$ cat config.mk
export PLATFORM = sky130hd
export DESIGN_NAME = display_scan_controller
export DESIGN_NICKNAME = d
export VERILOG_FILES = /design/src/rtl/display_scan_controller.sv
export SDC_FILE = /design/constraint.sdc
export NUM_CORES = 1
export LEC_CHECK = 0
export ABC_AREA = 1
export ABC_CLOCK_PERIOD_IN_PS = 6100
export CORE_MARGIN = 4
export CORE_UTILIZATION = 60
export DETAILED_ROUTE_END_ITERATION = 16
export GPL_TIMING_DRIVEN = 0
export PLACE_DENSITY_LB_ADDON = 0.1
export SLEW_MARGIN = 20
export SYNTH_ARGS = -nofsm -noshare
export SYNTH_HDL_FRONTEND = slang
export SYNTH_SLANG_ARGS = --single-unit
$ cat constraint.sdc
create_clock -name clk -period 6.1 [get_ports clk]
set_input_delay 1.83 -clock clk [delete_from_list [all_inputs] [get_ports clk]]
set_output_delay 1.83 -clock clk [all_outputs]
set_load 0.02 [all_outputs]
$ cat src/rtl/display_scan_controller.sv
`default_nettype none
// ============================================================================
// Module   : display_scan_controller
// Purpose  : Scans a 4-digit common-anode display through one 7-segment
//            decoder, latching time/message inputs once per frame.
//            Optional blinking of FIN/PA messages when BLINK_EN is defined.
// Revision : 1.0 - initial release
// ============================================================================
module display_scan_controller #(
    parameter int REFRESH_DIV  = 100000,
    parameter int BLINK_FRAMES = 125
) (
    input  logic       clk,
    input  logic       rst_n,
    input  logic [1:0] mode,
    input  logic [3:0] min_tens,
    input  logic [3:0] min_units,
    input  logic [3:0] sec_tens,
    input  logic [3:0] sec_units,
    output logic [3:0] dec_code,
    output logic [3:0] an,
    output logic       dp,
    output logic       frame_start
);

    localparam int              PW           = $clog2(REFRESH_DIV);
    localparam logic [PW-1:0]   C_PRESC_LAST = PW'(REFRESH_DIV - 1);

    localparam logic [1:0] C_MODE_TIME = 2'b00;
    localparam logic [1:0] C_MODE_FIN  = 2'b01;
    localparam logic [1:0] C_MODE_PA   = 2'b10;
    localparam logic [1:0] C_MODE_OFF  = 2'b11;

    localparam logic [3:0] C_CODE_F     = 4'hA;
    localparam logic [3:0] C_CODE_I     = 4'hB;
    localparam logic [3:0] C_CODE_N     = 4'hC;
    localparam logic [3:0] C_CODE_P     = 4'hD;
    localparam logic [3:0] C_CODE_A     = 4'hE;
    localparam logic [3:0] C_CODE_BLANK = 4'hF;

    logic [PW-1:0] presc_q, presc_d;
    logic [1:0]    idx_q, idx_d;
    logic [1:0]    snap_mode_q, snap_mode_d;
    logic [15:0]   snap_digits_q, snap_digits_d;
    logic [3:0]    an_q, an_d;
    logic [3:0]    dec_code_q, dec_code_d;
    logic          dp_q, dp_d;
    logic          frame_start_q, frame_start_d;

    logic          w_tick;
    logic          w_frame;
    logic [3:0]    w_digit;
    logic [3:0]    w_an;
    logic [3:0]    w_code;
    logic          w_dp;
    logic          w_blink_off;

    // Prescaler, digit rotation and per-frame snapshot
    always_comb begin
        w_tick        = (presc_q == C_PRESC_LAST);
        w_frame       = w_tick && (idx_q == 2'd3);
        presc_d       = w_tick ? '0 : presc_q + PW'(1);
        idx_d         = w_tick ? idx_q + 2'd1 : idx_q;
        snap_mode_d   = snap_mode_q;
        snap_digits_d = snap_digits_q;
        if (w_frame) begin
            snap_mode_d   = mode;
            snap_digits_d = {min_tens, min_units, sec_tens, sec_units};
        end
        frame_start_d = w_frame;
        an_d          = w_tick ? w_an   : an_q;
        dec_code_d    = w_tick ? w_code : dec_code_q;
        dp_d          = w_tick ? w_dp   : dp_q;
    end

    // Decode the slot being entered, so the snapshot and index used are the
    // values that become current on this tick.
    always_comb begin
        w_digit = snap_digits_d[{idx_d, 2'b00} +: 4];
        w_an    = ~(4'b0001 << idx_d);
        w_code  = C_CODE_BLANK;
        w_dp    = 1'b1;
        case (snap_mode_d)
            C_MODE_TIME: begin
                if ((w_digit <= 4'd9) && !((idx_d == 2'd3) && (w_digit == 4'd0))) begin
                    w_code = w_digit;
                end
                w_dp = (idx_d != 2'd2);
            end
            C_MODE_FIN: begin
                case (idx_d)
                    2'd0:    w_code = C_CODE_N;
                    2'd1:    w_code = C_CODE_I;
                    2'd2:    w_code = C_CODE_F;
                    default: w_code = C_CODE_BLANK;
                endcase
            end
            C_MODE_PA: begin
                case (idx_d)
                    2'd3:    w_code = C_CODE_P;
                    2'd2:    w_code = C_CODE_A;
                    default: w_code = C_CODE_BLANK;
                endcase
            end
            C_MODE_OFF: w_an = 4'b1111;
            default:    w_an = 4'b1111;
        endcase
        if (w_blink_off && ((snap_mode_d == C_MODE_FIN) || (snap_mode_d == C_MODE_PA))) begin
            w_an = 4'b1111;
        end
    end

`ifdef BLINK_EN
    localparam int            FW           = (BLINK_FRAMES > 1) ? $clog2(BLINK_FRAMES) : 1;
    localparam logic [FW-1:0] C_BLINK_LAST = FW'(BLINK_FRAMES - 1);

    logic [FW-1:0] blink_cnt_q, blink_cnt_d;
    logic          blink_phase_q, blink_phase_d;

    // Phase only moves at a frame boundary; a new message restarts lit
    always_comb begin
        blink_cnt_d   = blink_cnt_q;
        blink_phase_d = blink_phase_q;
        if (w_frame) begin
            if (mode != snap_mode_q) begin
                blink_cnt_d   = '0;
                blink_phase_d = 1'b0;
            end else if (blink_cnt_q == C_BLINK_LAST) begin
                blink_cnt_d   = '0;
                blink_phase_d = ~blink_phase_q;
            end else begin
                blink_cnt_d   = blink_cnt_q + FW'(1);
            end
        end
    end

    always_ff @(posedge clk) begin
        if (!rst_n) begin
            blink_cnt_q   <= '0;
            blink_phase_q <= 1'b0;
        end else begin
            blink_cnt_q   <= blink_cnt_d;
            blink_phase_q <= blink_phase_d;
        end
    end

    assign w_blink_off = blink_phase_d;
`else
    logic w_unused_blink_frames;

    assign w_blink_off           = 1'b0;
    assign w_unused_blink_frames = ^BLINK_FRAMES;
`endif

    always_ff @(posedge clk) begin
        if (!rst_n) begin
            presc_q       <= '0;
            idx_q         <= 2'd3;
            snap_mode_q   <= C_MODE_OFF;
            snap_digits_q <= '0;
            an_q          <= 4'b1111;
            dec_code_q    <= C_CODE_BLANK;
            dp_q          <= 1'b1;
            frame_start_q <= 1'b0;
        end else begin
            presc_q       <= presc_d;
            idx_q         <= idx_d;
            snap_mode_q   <= snap_mode_d;
            snap_digits_q <= snap_digits_d;
            an_q          <= an_d;
            dec_code_q    <= dec_code_d;
            dp_q          <= dp_d;
            frame_start_q <= frame_start_d;
        end
    end

    assign an          = an_q;
    assign dec_code    = dec_code_q;
    assign dp          = dp_q;
    assign frame_start = frame_start_q;

endmodule
`default_nettype wire
==> report_table.html, run 1 <==
<table>
<tr><th>Metric</th><th>Value</th></tr>
<tr><th colspan="2">Power and ir drop</th></tr>
<tr><td>Switching fraction of total power</td><td>0.199</td></tr>
<tr><td>Power spent charging and discharging nets</td><td>110 uW</td></tr>
<tr><td>Sequential share of power</td><td>0.560</td></tr>
<tr><td>Internal cell power</td><td>442 uW</td></tr>
<tr><td>VDD IR-drop max</td><td>0.000135 V</td></tr>
<tr><td>Combinational share of power</td><td>0.042</td></tr>
<tr><td>Leakage Power</td><td>0.00133 uW</td></tr>
<tr><td>Part of the power in the clock network</td><td>0.398</td></tr>
<tr><td>Power per unit of standard cell area</td><td>184 nW/um^2</td></tr>
<tr><th colspan="2">Floorplan</th></tr>
<tr><td>Die Footprint</td><td>5350 um^2</td></tr>
<tr><td>Cell Rows</td><td>23</td></tr>
<tr><td>Initial cell density of the core</td><td>0.628</td></tr>
<tr><td>Area inside the core boundary</td><td>4060 um^2</td></tr>
<tr><td>Die Ht</td><td>73.2 um</td></tr>
<tr><td>Top-Level Pins</td><td>30</td></tr>
<tr><td>DIE WIDTH</td><td>73.2 um</td></tr>
<tr><th colspan="2">Critical path</th></tr>
<tr><td>Depth of the worst register-to-register path</td><td>13</td></tr>
<tr><td>Crit path largest cell delay</td><td>600 ps</td></tr>
<tr><td>Endpoint type of the worst setup path</td><td>flop</td></tr>
<tr><td>Max stage delay cell, worst path</td><td>clkdlybuf4s50_1</td></tr>
<tr><td>Required time at the endpoint of the critical path</td><td>6320 ps</td></tr>
<tr><td>Highest fanout seen on the critical path</td><td>10</td></tr>
<tr><td>Crit Path Class</td><td>in -&gt; reg</td></tr>
<tr><td>Data arrival time of the critical path</td><td>3670 ps</td></tr>
<tr><td>CP Launch Type</td><td>input port</td></tr>
<tr><td>Minimum setup slack among reg-to-reg paths</td><td>3600 ps</td></tr>
<tr><td>List of cells traversed by the critical path</td><td>clkdlybuf4s50_1 &gt; clkinv_1 &gt; nor2_1 &gt; inv_1 &gt; clkbuf_1 &gt; nor3b_1</td></tr>
<tr><th colspan="2">Yosys</th></tr>
<tr><td>Count leader, synth</td><td>nand2_1</td></tr>
<tr><td>Biggest area consumer among synthesized cells</td><td>dfxtp_1</td></tr>
<tr><td>Post-synthesis async set-or-reset flop share</td><td>0</td></tr>
<tr><td>Top area cells in the synthesized netlist</td><td>dfxtp_1 37%, nand2_1 13%, inv_1 7.7%</td></tr>
<tr><td>Synthesis-stage register bit count</td><td>47</td></tr>
<tr><td>Sequential-to-total area share from yosys stat</td><td>0.369</td></tr>
<tr><td>Number of enable flip-flop cells after synthesis</td><td>0</td></tr>
<tr><td>Number of synthesis warnings</td><td>0</td></tr>
<tr><td>Top cell type's share of synthesized area</td><td>0.369</td></tr>
<tr><td>Total nets after synthesis</td><td>392</td></tr>
<tr><td>Count of unique library cells instantiated by Yosys</td><td>39</td></tr>
<tr><td>Leading post-synthesis cells by instance count</td><td>90 x nand2_1, 52 x inv_1, 47 x dfxtp_1, 42 x nor2_1, 35 x nand3_1</td></tr>
<tr><td>Synthesized area divided by synthesized cell count</td><td>7.08 um^2</td></tr>
<tr><td>Synthesized cell area</td><td>2550 um^2</td></tr>
<tr><td>Gate Count Post-Synth</td><td>360</td></tr>
<tr><td>Primary flip-flop cell chosen by synthesis mapping</td><td>dfxtp_1</td></tr>
<tr><th colspan="2">Job</th></tr>
<tr><td>Max-cap violation count</td><td>0</td></tr>
<tr><th colspan="2">Clocking</th></tr>
<tr><td>Total clock sinks</td><td>47</td></tr>
<tr><td>Insertion delay to the later sink of the worst-skew pair</td><td>290 ps</td></tr>
<tr><td>Post-CTS sizing</td><td>0</td></tr>
<tr><td>Num CTS Buffers</td><td>5</td></tr>
<tr><td>Clock Path Buffers</td><td>2</td></tr>
<tr><td>Clock transition at path regs</td><td>80 ps</td></tr>
<tr><td>Hold-fix buffers, CTS</td><td>0</td></tr>
<tr><td>Number of levels the H-tree was split into</td><td>2</td></tr>
<tr><td>Number of post-CTS setup repair buffers</td><td>0</td></tr>
<tr><td>Master cell of the clock root buffer</td><td>clkbuf_8</td></tr>
<tr><td>Clock tree from TritonCTS</td><td>yes</td></tr>
<tr><th colspan="2">Global route</th></tr>
<tr><td>Number of global-route vias before repair</td><td>2132</td></tr>
<tr><td>Pin count of the biggest net entering global routing</td><td>14</td></tr>
<tr><td>First-pass GRT wire length</td><td>8850 um</td></tr>
<tr><td>Overflow left after global routing</td><td>0</td></tr>
<tr><td>Total GRT Usage</td><td>0.207</td></tr>
<tr><td>Initial antenna violation count</td><td>0</td></tr>
<tr><th colspan="2">Placed design</th></tr>
<tr><td>Placed cells</td><td>439</td></tr>
<tr><td>Number of buffers inserted by port buffering</td><td>29</td></tr>
<tr><td>Placement Cell Area</td><td>2900 um^2</td></tr>
<tr><td>Detailed placer's ending HPWL</td><td>3940 um</td></tr>
<tr><td>GP Congestion</td><td>0.851</td></tr>
<tr><th colspan="2">Cells and area</th></tr>
<tr><td>Syn-to-layout area delta</td><td>17.9%</td></tr>
<tr><td>Ant. Diodes</td><td>0</td></tr>
<tr><td>Post-route core utilization</td><td>0.740</td></tr>
<tr><td>Final design area excluding fillers</td><td>3000 um^2</td></tr>
<tr><td>Filler cells</td><td>333</td></tr>
<tr><td>Ratio of cells with drive above 1 in the final layout</td><td>0.0909</td></tr>
<tr><td>Final cell count without fillers</td><td>446</td></tr>
<tr><td>Number of nets in the layout</td><td>428</td></tr>
<tr><th colspan="2">Timing</th></tr>
<tr><td>Setup TNS after final layout</td><td>0 ps</td></tr>
<tr><td>Number of hold violations in the final report</td><td>0</td></tr>
<tr><td>Slew Limit Fails</td><td>0</td></tr>
<tr><td>Post-layout minimum cycle time</td><td>3450 ps</td></tr>
<tr><td>Max transition margin</td><td>0.603</td></tr>
<tr><td>Final-report setup violation count</td><td>0</td></tr>
<tr><td>Transition time of the tightest slew-check pin</td><td>590 ps</td></tr>
<tr><td>Post-route clock period utilization</td><td>0.565</td></tr>
<tr><td>Final worst clock skew</td><td>5.31 ps</td></tr>
<tr><td>Achievable frequency</td><td>290 MHz</td></tr>
<tr><td>RSZ-0062 raised after global routing</td><td>false</td></tr>
<tr><td>Hold Worst Slack</td><td>477 ps</td></tr>
<tr><th colspan="2">Routing</th></tr>
<tr><td>Routed WL per cell</td><td>11.8 um</td></tr>
<tr><td>Vias per Instance</td><td>5.20</td></tr>
<tr><td>Count of routing violations after the opening detailed-route iteration</td><td>163</td></tr>
<tr><td>Post-route DRC</td><td>0</td></tr>
<tr><td>DR pass1 iterations</td><td>4</td></tr>
<tr><td>Remaining number of nets flagged by the antenna check after routing</td><td>0</td></tr>
<tr><td>Via count</td><td>2319</td></tr>
<tr><td>Routed wire length</td><td>5270 um</td></tr>
<tr><th colspan="2">Hold path</th></tr>
<tr><td>Class of the worst hold path</td><td>reg -&gt; reg</td></tr>
<tr><td>Hold Path Cell Cnt</td><td>1</td></tr>
<tr><th colspan="2">Outcome</th></tr>
<tr><td>Run status</td><td>finished clean</td></tr>
</table>
==> power groups by stage <==
stage | clock network [uW] | logic (uW) | registers (uW)
3_3_place_gp | 0 | 22.8 | 316
5_1_grt | 238 | 25.7 | 310
6_report | 220 | 23.0 | 309
3_5_place_dp | 0 | 23.0 | 316
4_1_cts | 224 | 23.2 | 309
2_1_floorplan | 0 | 7.90 | 316
==> worst paths after layout <==
check	start	end
worst max-delay path	rst_n	presc_q[2]$_SDFF_PP0_
worst min-delay path	presc_q[0]$_SDFF_PP0_	presc_q[0]$_SDFF_PP0_
worst max register to register	presc_q[0]$_SDFF_PP0_	dec_code[1]$_SDFFE_PN1P_
worst min register to register	presc_q[0]$_SDFF_PP0_	presc_q[0]$_SDFF_PP0_
==> stage by stage <==
stage / setup slack [ps] / power (uW)
6_report: 2650 / 552
5_1_grt: 2450 / 573
4_1_cts: 2640 / 557
3_5_place_dp: 2340 / 339
3_3_place_gp: 2360 / 339
2_1_floorplan: 3230 / 324
==> layout by cell type, fill, tap and decap left out, types with 3 or more instances in the layout <==
master,instances
nand2_1,90
inv_1,52
dfxtp_1,47
nor2_1,42
nand3_1,35
clkdlybuf4s50_1,29
a21oi_1,17
ha_1,12
nand4_1,8
nor3_1,5
o21ai_0,5
clkbuf_8,5
a21oi_2,4
nor2_2,3
nand2_2,3
buf_6,3
clkbuf_1,3
xor2_1,3
==> state kept, by name, indices dropped and copies added, names as in the netlist <==
signal	flops
dp	1
snap_mode_q	2
an	4
presc_q	17
dec_code	4
idx_q	2
snap_digits_q	16
frame_start	1
==> cell families after synthesis <==
kind of cell	count (synthesis)	synth area share
flip-flops	47	0.369
AO/OA/AOI/OAI	35	0.0894
XOR/XNOR	4	0.0137
buffers and inverters	64	0.107
AND/OR/NAND/NOR	198	0.362
adder cells (fa/ha/maj)	12	0.0589
==> layer usage <==
| metal | vias up | wire [um] | track usage |
|---|---|---|---|
| met5 | - | 0 | 0 |
| met4 | 0 | 46 | 0.0697 |
| met3 | 6 | 287 | 0.0427 |
| met2 | 62 | 2430 | 0.333 |
| met1 | 1037 | 2510 | 0.273 |
| li1 | 1214 | - | - |
==> critical path: cells and delay by family <==
kind                   cells  cell delay [ps]
and+or+nand+nor            2              580
buffers and inverters      4             1250
==> layout make-up <==
cell class                      count  area (um^2)  area share
Buffer                              8         58.8      0.0196
Clock buffer                        6         72.6      0.0242
Clock inverter                      1         30.0      0.0100
Inverter                           56          213      0.0708
Multi-Input combinational cell    249         1340       0.445
Sequential cell                    47          941       0.313
Tap cell                           50         62.6      0.0208
Timing Repair Buffer               29          290      0.0966
Power figures use the tool's default switching activity.
==> inputs of run 2 (changes only) <==
--- a/config.mk
+++ b/config.mk
@@ -6,9 +6,9 @@
 export NUM_CORES = 1
 export LEC_CHECK = 0
 export ABC_AREA = 1
-export ABC_CLOCK_PERIOD_IN_PS = 6100
+export ABC_CLOCK_PERIOD_IN_PS = 3270
 export CORE_MARGIN = 4
-export CORE_UTILIZATION = 60
+export CORE_UTILIZATION = 56
 export DETAILED_ROUTE_END_ITERATION = 16
 export GPL_TIMING_DRIVEN = 0
 export PLACE_DENSITY_LB_ADDON = 0.1
==> constraint.sdc (replaced) <==
create_clock -name clk -period 3.27 [get_ports clk]
set_input_delay 0.981 -clock clk [delete_from_list [all_inputs] [get_ports clk]]
set_output_delay 0.981 -clock clk [all_outputs]
set_load 0.02 [all_outputs]
==> run 2 against run 1 <==
  * Global-route usage decreased by 0.58 points
  * Critical path depth unchanged
  * Non-clock buffer count unchanged
  * Critical path type unchanged
  * Highest routed layer unchanged
==> report_table.html, run 2 (synthesis results as in run 1) <==
<table>
<tr><th>Metric</th><th>Value</th></tr>
<tr><th colspan="2">Routing</th></tr>
<tr><td>Routed WL per cell</td><td>11.6 um</td></tr>
<tr><td>Via count</td><td>2248</td></tr>
<tr><td>Vias per Instance</td><td>5.01</td></tr>
<tr><td>Post-route DRC</td><td>0</td></tr>
<tr><td>Count of routing violations after the opening detailed-route iteration</td><td>129</td></tr>
<tr><td>Remaining number of nets flagged by the antenna check after routing</td><td>0</td></tr>
<tr><td>Routed wire length</td><td>5220 um</td></tr>
<tr><td>DR pass1 iterations</td><td>4</td></tr>
<tr><th colspan="2">Clocking</th></tr>
<tr><td>Number of post-CTS setup repair buffers</td><td>0</td></tr>
<tr><td>Clock tree from TritonCTS</td><td>yes</td></tr>
<tr><td>Num CTS Buffers</td><td>5</td></tr>
<tr><td>Hold-fix buffers, CTS</td><td>0</td></tr>
<tr><td>Insertion delay to the later sink of the worst-skew pair</td><td>300 ps</td></tr>
<tr><td>Total clock sinks</td><td>47</td></tr>
<tr><td>Post-CTS sizing</td><td>0</td></tr>
<tr><td>Clock Path Buffers</td><td>2</td></tr>
<tr><td>Master cell of the clock root buffer</td><td>clkbuf_8</td></tr>
<tr><td>Clock transition at path regs</td><td>80 ps</td></tr>
<tr><td>Number of levels the H-tree was split into</td><td>2</td></tr>
<tr><th colspan="2">Placed design</th></tr>
<tr><td>Pre-CTS setup slack</td><td>338 ps</td></tr>
<tr><td>Detailed placer's ending HPWL</td><td>3900 um</td></tr>
<tr><td>Number of buffers inserted by port buffering</td><td>29</td></tr>
<tr><td>GP Congestion</td><td>0.872</td></tr>
<tr><th colspan="2">Critical path</th></tr>
<tr><td>Number of cells on the critical path</td><td>6</td></tr>
<tr><td>Worst r2r dst</td><td>dec_code[1]$_SDFFE_PN1P_</td></tr>
<tr><td>Minimum setup slack among reg-to-reg paths</td><td>760 ps</td></tr>
<tr><td>Worst reg2reg path startpoint</td><td>presc_q[0]$_SDFF_PP0_</td></tr>
<tr><td>Data arrival time of the critical path</td><td>2860 ps</td></tr>
<tr><td>Launch point of the worst path</td><td>rst_n</td></tr>
<tr><td>Max stage delay cell, worst path</td><td>clkdlybuf4s50_1</td></tr>
<tr><td>List of cells traversed by the critical path</td><td>clkdlybuf4s50_1 &gt; clkinv_1 &gt; nor2_1 &gt; inv_1 &gt; clkbuf_1 &gt; nor3b_1</td></tr>
<tr><td>Depth of the worst register-to-register path</td><td>13</td></tr>
<tr><td>Buf+Inv Stages, Crit Path</td><td>4</td></tr>
<tr><td>Required time at the endpoint of the critical path</td><td>3490 ps</td></tr>
<tr><td>CP Launch Type</td><td>input port</td></tr>
<tr><td>Crit path largest cell delay</td><td>600 ps</td></tr>
<tr><td>Cell class contributing the biggest share of worst-path delay</td><td>buffers and inverters</td></tr>
<tr><td>Endpoint type of the worst setup path</td><td>flop</td></tr>
<tr><td>Highest fanout seen on the critical path</td><td>10</td></tr>
<tr><td>Crit Path Class</td><td>in -&gt; reg</td></tr>
<tr><th colspan="2">Global route</th></tr>
<tr><td>Overflow left after global routing</td><td>0</td></tr>
<tr><td>Initial antenna violation count</td><td>0</td></tr>
<tr><td>Number of global-route vias before repair</td><td>2012</td></tr>
<tr><td>First-pass GRT wire length</td><td>8800 um</td></tr>
<tr><td>GR Util met1</td><td>0.268</td></tr>
<tr><td>GR Layer Usage met2</td><td>0.321</td></tr>
<tr><td>Pin count of the biggest net entering global routing</td><td>14</td></tr>
<tr><td>Global routing met3 resource utilization</td><td>0.0449</td></tr>
<tr><td>GRT busiest layer</td><td>met2</td></tr>
<tr><td>Total GRT Usage</td><td>0.201</td></tr>
<tr><th colspan="2">Timing</th></tr>
<tr><td>Number of hold violations in the final report</td><td>0</td></tr>
<tr><td>Max transition margin</td><td>0.617</td></tr>
<tr><td>Post-route clock period utilization</td><td>0.808</td></tr>
<tr><td>Setup TNS after final layout</td><td>0 ps</td></tr>
<tr><td>Post-layout minimum cycle time</td><td>2640 ps</td></tr>
<tr><td>RSZ-0062 raised after global routing</td><td>false</td></tr>
<tr><td>Achievable frequency</td><td>378 MHz</td></tr>
<tr><td>Post-layout worst setup margin</td><td>626 ps</td></tr>
<tr><td>Slew Limit Fails</td><td>0</td></tr>
<tr><td>Transition time of the tightest slew-check pin</td><td>569 ps</td></tr>
<tr><td>Final worst clock skew</td><td>4.41 ps</td></tr>
<tr><td>Final-report setup violation count</td><td>0</td></tr>
<tr><th colspan="2">Hold path</th></tr>
<tr><td>Start point of the worst hold path</td><td>presc_q[0]$_SDFF_PP0_</td></tr>
<tr><td>Hold Path Cell Cnt</td><td>1</td></tr>
<tr><td>Class of the worst hold path</td><td>reg -&gt; reg</td></tr>
<tr><td>Worst Hold Path EP</td><td>presc_q[0]$_SDFF_PP0_</td></tr>
<tr><th colspan="2">Floorplan</th></tr>
<tr><td>Top-Level Pins</td><td>30</td></tr>
<tr><td>Die Footprint</td><td>5690 um^2</td></tr>
<tr><td>DIE WIDTH</td><td>75.5 um</td></tr>
<tr><td>Cell Rows</td><td>24</td></tr>
<tr><td>Die Ht</td><td>75.5 um</td></tr>
<tr><td>Initial cell density of the core</td><td>0.581</td></tr>
<tr><td>Area inside the core boundary</td><td>4380 um^2</td></tr>
<tr><th colspan="2">Power and ir drop</th></tr>
<tr><td>Overall Power</td><td>960 uW</td></tr>
<tr><td>VDD IR-drop max</td><td>0.000270 V</td></tr>
<tr><td>Power per unit of standard cell area</td><td>322 nW/um^2</td></tr>
<tr><td>Leakage Power</td><td>0.00132 uW</td></tr>
<tr><th colspan="2">Cells and area</th></tr>
<tr><td>Max reg flops</td><td>17</td></tr>
<tr><td>Regs by FF count</td><td>presc_q (17), snap_digits_q (16)</td></tr>
<tr><td>Filler cells</td><td>413</td></tr>
<tr><td>Commonest non-fill, non-tap cells in the layout</td><td>90 x nand2_1, 52 x inv_1, 47 x dfxtp_1, 42 x nor2_1, 35 x nand3_1</td></tr>
<tr><td>Largest register by flop count</td><td>presc_q</td></tr>
<tr><td>Ratio of cells with drive above 1 in the final layout</td><td>0.0907</td></tr>
<tr><td>Ant. Diodes</td><td>0</td></tr>
<tr><td>Number of nets in the layout</td><td>428</td></tr>
<tr><td>Syn-to-layout area delta</td><td>17.1%</td></tr>
<tr><td>Leading cell type in the layout, fill and taps excluded</td><td>nand2_1</td></tr>
<tr><th colspan="2">Job</th></tr>
<tr><td>Max-cap violation count</td><td>0</td></tr>
<tr><th colspan="2">Outcome</th></tr>
<tr><td>Run status</td><td>finished clean</td></tr>
</table>
[run 2: changes by cell type in the layout (fill, tap and decap cells not counted), sizes merged]
cell / previous run / this run
clkbuf: 9 / 10
bufinv: 1 / 0
clkinv: 1 / 2
[run 2: metrics by stage]
step | instances | hold WS, ps | utilization | cell area (um^2)
2_1_floorplan | 360 | 418 | - | 2550
5_1_grt | 449 | 471 | 0.681 | 2990
4_1_cts | 449 | 459 | 0.681 | 2990
3_3_place_gp | 441 | 429 | 0.662 | 2900
3_5_place_dp | 441 | 441 | 0.662 | 2900
6_report | 449 | 458 | 0.681 | 2990
[run 2: report_power, final]
group	total, uW	leakage (uW)	internal (uW)	switching (uW)
registers	577	0.000380	575	2.06
clock network	340	0.0000422	150	190
logic	43.2	0.000899	25.0	18.3
[run 2: how the worst max path moves through the flow]
stage / end / slack [ps]
6_report: presc_q[2]$_SDFF_PP0_ / 630
5_1_grt: presc_q[11]$_SDFF_PP0_ / 450
4_1_cts: presc_q[2]$_SDFF_PP0_ / 640
3_5_place_dp: presc_q[2]$_SDFF_PP0_ / 340
3_3_place_gp: presc_q[2]$_SDFF_PP0_ / 360
2_1_floorplan: dec_code[0]$_SDFFE_PN1P_ / 1130
[run 2: layout make-up]
| class | instances | area [um^2] | area share |
|---|---|---|---|
| Tap cell | 52 | 65.1 | 0.0218 |
| Clock inverter | 1 | 5.00 | 0.00168 |
| Timing Repair Buffer | 29 | 290 | 0.0972 |
| Multi-Input combinational cell | 249 | 1340 | 0.448 |
| Clock buffer | 7 | 76.3 | 0.0256 |
| Inverter | 56 | 213 | 0.0712 |
| Buffer | 8 | 58.8 | 0.0197 |
| Sequential cell | 47 | 941 | 0.315 |
[run 2: worst reg2reg max path: cells and delay by family (launching register included)]
| family | cells | cell delay, ps |
|---|---|---|
| AND/OR/NAND/NOR | 7 | 1010 |
| buffers and inverters | 2 | 220 |
| adder cells (fa/ha/maj) | 2 | 390 |
| AO/OA/AOI/OAI | 2 | 410 |
| flip-flops | 1 | 360 |
[run 2: metal layers]
metal  up-vias  part of all wire
li1       1211                 -
met1       994              0.51
met2        37              0.44
met3         6             0.045
met4         0             0.014
met5         -                 0
==> inputs of run 3 (changes only) <==
--- a/config.mk
+++ b/config.mk
@@ -6,7 +6,7 @@
 export NUM_CORES = 1
 export LEC_CHECK = 0
 export ABC_AREA = 1
-export ABC_CLOCK_PERIOD_IN_PS = 3270
+export ABC_CLOCK_PERIOD_IN_PS = 2500
 export CORE_MARGIN = 4
 export CORE_UTILIZATION = 56
 export DETAILED_ROUTE_END_ITERATION = 16
==> constraint.sdc (replaced) <==
create_clock -name clk -period 2.5 [get_ports clk]
set_input_delay 0.75 -clock clk [delete_from_list [all_inputs] [get_ports clk]]
set_output_delay 0.75 -clock clk [all_outputs]
set_load 0.02 [all_outputs]
==> run 3 against run 2 <==
  * Die area unchanged
  * Combinational power up 32%
  * First-iteration DRC count down 14%
  * Clock power up 31%
  * Wire length up 2.1%
  * Register-to-register slack worse by 600 ps
  * Clock-buffer cell count unchanged
  * Cell area up 2.3%
  * Worst hold slack better by 1.5 ps
  * Non-clock buffer count up 2
  * Critical path depth up 9
  * Largest cell class unchanged
  * Highest routed layer unchanged
==> report_table.html, run 3 (synthesis results as in run 1) <==
<table>
<tr><th>Metric</th><th>Value</th></tr>
<tr><th colspan="2">Outcome</th></tr>
<tr><td>Run status</td><td>finished clean</td></tr>
<tr><th colspan="2">Floorplan</th></tr>
<tr><td>Die Footprint</td><td>5690 um^2</td></tr>
<tr><td>Die Ht</td><td>75.5 um</td></tr>
<tr><td>Top-Level Pins</td><td>30</td></tr>
<tr><td>Cell Rows</td><td>24</td></tr>
<tr><td>Initial cell density of the core</td><td>0.581</td></tr>
<tr><td>Area inside the core boundary</td><td>4380 um^2</td></tr>
<tr><td>DIE WIDTH</td><td>75.5 um</td></tr>
<tr><th colspan="2">Cells and area</th></tr>
<tr><td>Regs by FF count</td><td>presc_q (17), snap_digits_q (16)</td></tr>
<tr><td>Ant. Diodes</td><td>0</td></tr>
<tr><td>Commonest non-fill, non-tap cells in the layout</td><td>90 x nand2_1, 51 x inv_1, 47 x dfxtp_1, 40 x nor2_1, 34 x nand3_1</td></tr>
<tr><td>Syn-to-layout area delta</td><td>19.8%</td></tr>
<tr><td>Leading cell type in the layout, fill and taps excluded</td><td>nand2_1</td></tr>
<tr><td>Largest register by flop count</td><td>presc_q</td></tr>
<tr><td>Number of nets in the layout</td><td>430</td></tr>
<tr><td>Max reg flops</td><td>17</td></tr>
<tr><td>Post-route core utilization</td><td>0.696</td></tr>
<tr><td>Filler cells</td><td>409</td></tr>
<tr><td>Ratio of cells with drive above 1 in the final layout</td><td>0.118</td></tr>
<tr><th colspan="2">Clocking</th></tr>
<tr><td>Num CTS Buffers</td><td>5</td></tr>
<tr><td>Total clock sinks</td><td>47</td></tr>
<tr><td>Clock tree from TritonCTS</td><td>yes</td></tr>
<tr><td>Number of levels the H-tree was split into</td><td>2</td></tr>
<tr><td>Master cell of the clock root buffer</td><td>clkbuf_8</td></tr>
<tr><td>Clock transition at path regs</td><td>80 ps</td></tr>
<tr><td>Clock Path Buffers</td><td>2</td></tr>
<tr><td>Insertion delay to the later sink of the worst-skew pair</td><td>300 ps</td></tr>
<tr><th colspan="2">Timing</th></tr>
<tr><td>Post-layout worst setup margin</td><td>165 ps</td></tr>
<tr><td>Setup TNS after final layout</td><td>0 ps</td></tr>
<tr><td>Post-layout minimum cycle time</td><td>2340 ps</td></tr>
<tr><td>Max transition margin</td><td>0.629</td></tr>
<tr><td>Slew Limit Fails</td><td>0</td></tr>
<tr><td>Post-route clock period utilization</td><td>0.934</td></tr>
<tr><td>Transition time of the tightest slew-check pin</td><td>551 ps</td></tr>
<tr><td>Final-report setup violation count</td><td>0</td></tr>
<tr><td>Achievable frequency</td><td>428 MHz</td></tr>
<tr><td>Hold Worst Slack</td><td>460 ps</td></tr>
<tr><td>RSZ-0062 raised after global routing</td><td>true</td></tr>
<tr><td>Final worst clock skew</td><td>3.48 ps</td></tr>
<tr><td>Number of hold violations in the final report</td><td>0</td></tr>
<tr><th colspan="2">Critical path</th></tr>
<tr><td>Crit path largest cell delay</td><td>370 ps</td></tr>
<tr><td>Worst reg2reg path startpoint</td><td>presc_q[0]$_SDFF_PP0_</td></tr>
<tr><td>Depth of the worst register-to-register path</td><td>15</td></tr>
<tr><td>Cell class contributing the biggest share of worst-path delay</td><td>simple AND/OR/NAND/NOR gates</td></tr>
<tr><td>Buf+Inv Stages, Crit Path</td><td>1</td></tr>
<tr><td>Minimum setup slack among reg-to-reg paths</td><td>160 ps</td></tr>
<tr><td>Endpoint type of the worst setup path</td><td>flop</td></tr>
<tr><td>Required time at the endpoint of the critical path</td><td>2690 ps</td></tr>
<tr><td>Highest fanout seen on the critical path</td><td>8</td></tr>
<tr><td>CP Launch Type</td><td>flop</td></tr>
<tr><td>Number of cells on the critical path</td><td>15</td></tr>
<tr><td>List of cells traversed by the critical path</td><td>ha_1 &gt; nand2_1 &gt; nor2_4 &gt; nand2_2 &gt; nor2_8 &gt; nand2_4 &gt; o21ai_4 &gt; buf_4 &gt; nand3_1 &gt; nand2_1 &gt; nand2_1 &gt; nand2_1 &gt; nand3_1 &gt; nand2_1 &gt; a21oi_2</td></tr>
<tr><td>Crit Path Class</td><td>reg -&gt; reg</td></tr>
<tr><td>Max stage delay cell, worst path</td><td>dfxtp_1</td></tr>
<tr><td>Launch point of the worst path</td><td>presc_q[0]$_SDFF_PP0_</td></tr>
<tr><td>Most used cell along the critical path</td><td>nand2_1</td></tr>
<tr><td>Data arrival time of the critical path</td><td>2530 ps</td></tr>
<tr><th colspan="2">Routing</th></tr>
<tr><td>Count of routing violations after the opening detailed-route iteration</td><td>111</td></tr>
<tr><td>Vias per Instance</td><td>5.00</td></tr>
<tr><td>Remaining number of nets flagged by the antenna check after routing</td><td>0</td></tr>
<tr><td>Via count</td><td>2256</td></tr>
<tr><td>Routed WL per cell</td><td>11.8 um</td></tr>
<tr><td>Routed wire length</td><td>5330 um</td></tr>
<tr><td>Post-route DRC</td><td>0</td></tr>
<tr><td>DR pass1 iterations</td><td>4</td></tr>
<tr><th colspan="2">Hold path</th></tr>
<tr><td>Hold Path Cell Cnt</td><td>1</td></tr>
<tr><td>Start point of the worst hold path</td><td>presc_q[0]$_SDFF_PP0_</td></tr>
<tr><td>Class of the worst hold path</td><td>reg -&gt; reg</td></tr>
<tr><th colspan="2">Power and ir drop</th></tr>
<tr><td>Sequential share of power</td><td>0.600</td></tr>
<tr><td>Leakage Power</td><td>0.00134 uW</td></tr>
<tr><td>VDD IR-drop max</td><td>0.000352 V</td></tr>
<tr><td>Overall Power</td><td>1260 uW</td></tr>
<tr><td>Switching fraction of total power</td><td>0.219</td></tr>
<tr><td>Internal cell power</td><td>981 uW</td></tr>
<tr><td>Power spent charging and discharging nets</td><td>276 uW</td></tr>
<tr><td>Part of the power in the clock network</td><td>0.354</td></tr>
<tr><td>Combinational share of power</td><td>0.045</td></tr>
<tr><td>Power per unit of standard cell area</td><td>412 nW/um^2</td></tr>
<tr><th colspan="2">Global route</th></tr>
<tr><td>Global routing met3 resource utilization</td><td>0.0449</td></tr>
<tr><td>GRT busiest layer</td><td>met2</td></tr>
<tr><td>Initial antenna violation count</td><td>0</td></tr>
<tr><td>Number of global-route vias before repair</td><td>2022</td></tr>
<tr><td>Pin count of the biggest net entering global routing</td><td>14</td></tr>
<tr><td>Total GRT Usage</td><td>0.202</td></tr>
<tr><td>Overflow left after global routing</td><td>0</td></tr>
<tr><td>First-pass GRT wire length</td><td>8860 um</td></tr>
<tr><td>GR Layer Usage met2</td><td>0.326</td></tr>
<tr><td>GR Util met1</td><td>0.268</td></tr>
<tr><th colspan="2">Placed design</th></tr>
<tr><td>Number of buffers inserted by port buffering</td><td>29</td></tr>
<tr><td>GP Congestion</td><td>0.872</td></tr>
<tr><td>Pre-CTS setup slack</td><td>-201 ps</td></tr>
<tr><td>Detailed placer's ending HPWL</td><td>3900 um</td></tr>
<tr><th colspan="2">Job</th></tr>
<tr><td>Max-cap violation count</td><td>0</td></tr>
</table>
==> run 3: power groups by stage <==
stage | logic (uW) | registers [uW] | clock network, uW
after floorplan | 19.3 | 772 | 0
after global placement | 56.0 | 772 | 0
after detailed placement | 56.4 | 772 | 0
final | 57.0 | 755 | 445
after global routing | 62.9 | 755 | 485
after CTS | 56.9 | 755 | 459
==> run 3: area by class of cell <==
class	instances	area, um^2	area share
Multi-Input combinational cell	249	1390	0.454
Sequential cell	47	941	0.308
Timing Repair Buffer	31	305	0.100
Inverter	56	213	0.0697
Clock buffer	7	76.3	0.0250
Tap cell	52	65.1	0.0213
Buffer	8	62.6	0.0205
Clock inverter	1	5.00	0.00164
==> run 3: what timing repair did <==
item	in CTS	in global routing
pin swaps	0	1
resized for setup	2	10
buffers inserted	0	2
setup endpoints to repair	2	19
hold buffers	0	0
==> run 3: metrics by stage <==
| step | cell area (um^2) | instances |
|---|---|---|
| floorplan | 2550 | 360 |
| global route | 3050 | 451 |
| finish | 3050 | 451 |
| CTS | 3000 | 449 |
| global placement | 2900 | 441 |
| detailed placement | 2900 | 441 |
==> run 3: per-layer routing <==
metal / part of all wire / vias to the layer above
met5: 0 / -
met4: 0.014 / 0
met3: 0.040 / 6
met2: 0.44 / 38
met1: 0.50 / 996
li1: - / 1216
==> run 3: path summary, 6_finish.rpt <==
kind / to
worst max-delay path: dec_code[1]$_SDFFE_PN1P_
worst min-delay path: presc_q[0]$_SDFF_PP0_
worst max register to register: dec_code[1]$_SDFFE_PN1P_
worst min register to register: presc_q[0]$_SDFF_PP0_
==> run 3: worst register-to-register path, stage by stage (launching register included) <==
cell and delay (ps):
dfxtp_1 370, ha_1 180, nand2_1 120, nor2_4 130
nand2_2 100, nor2_8 180, nand2_4 80, o21ai_4 300
buf_4 190, nand3_1 70, nand2_1 120, nand2_1 70
nand2_1 90, nand3_1 90, nand2_1 90, a21oi_2 60
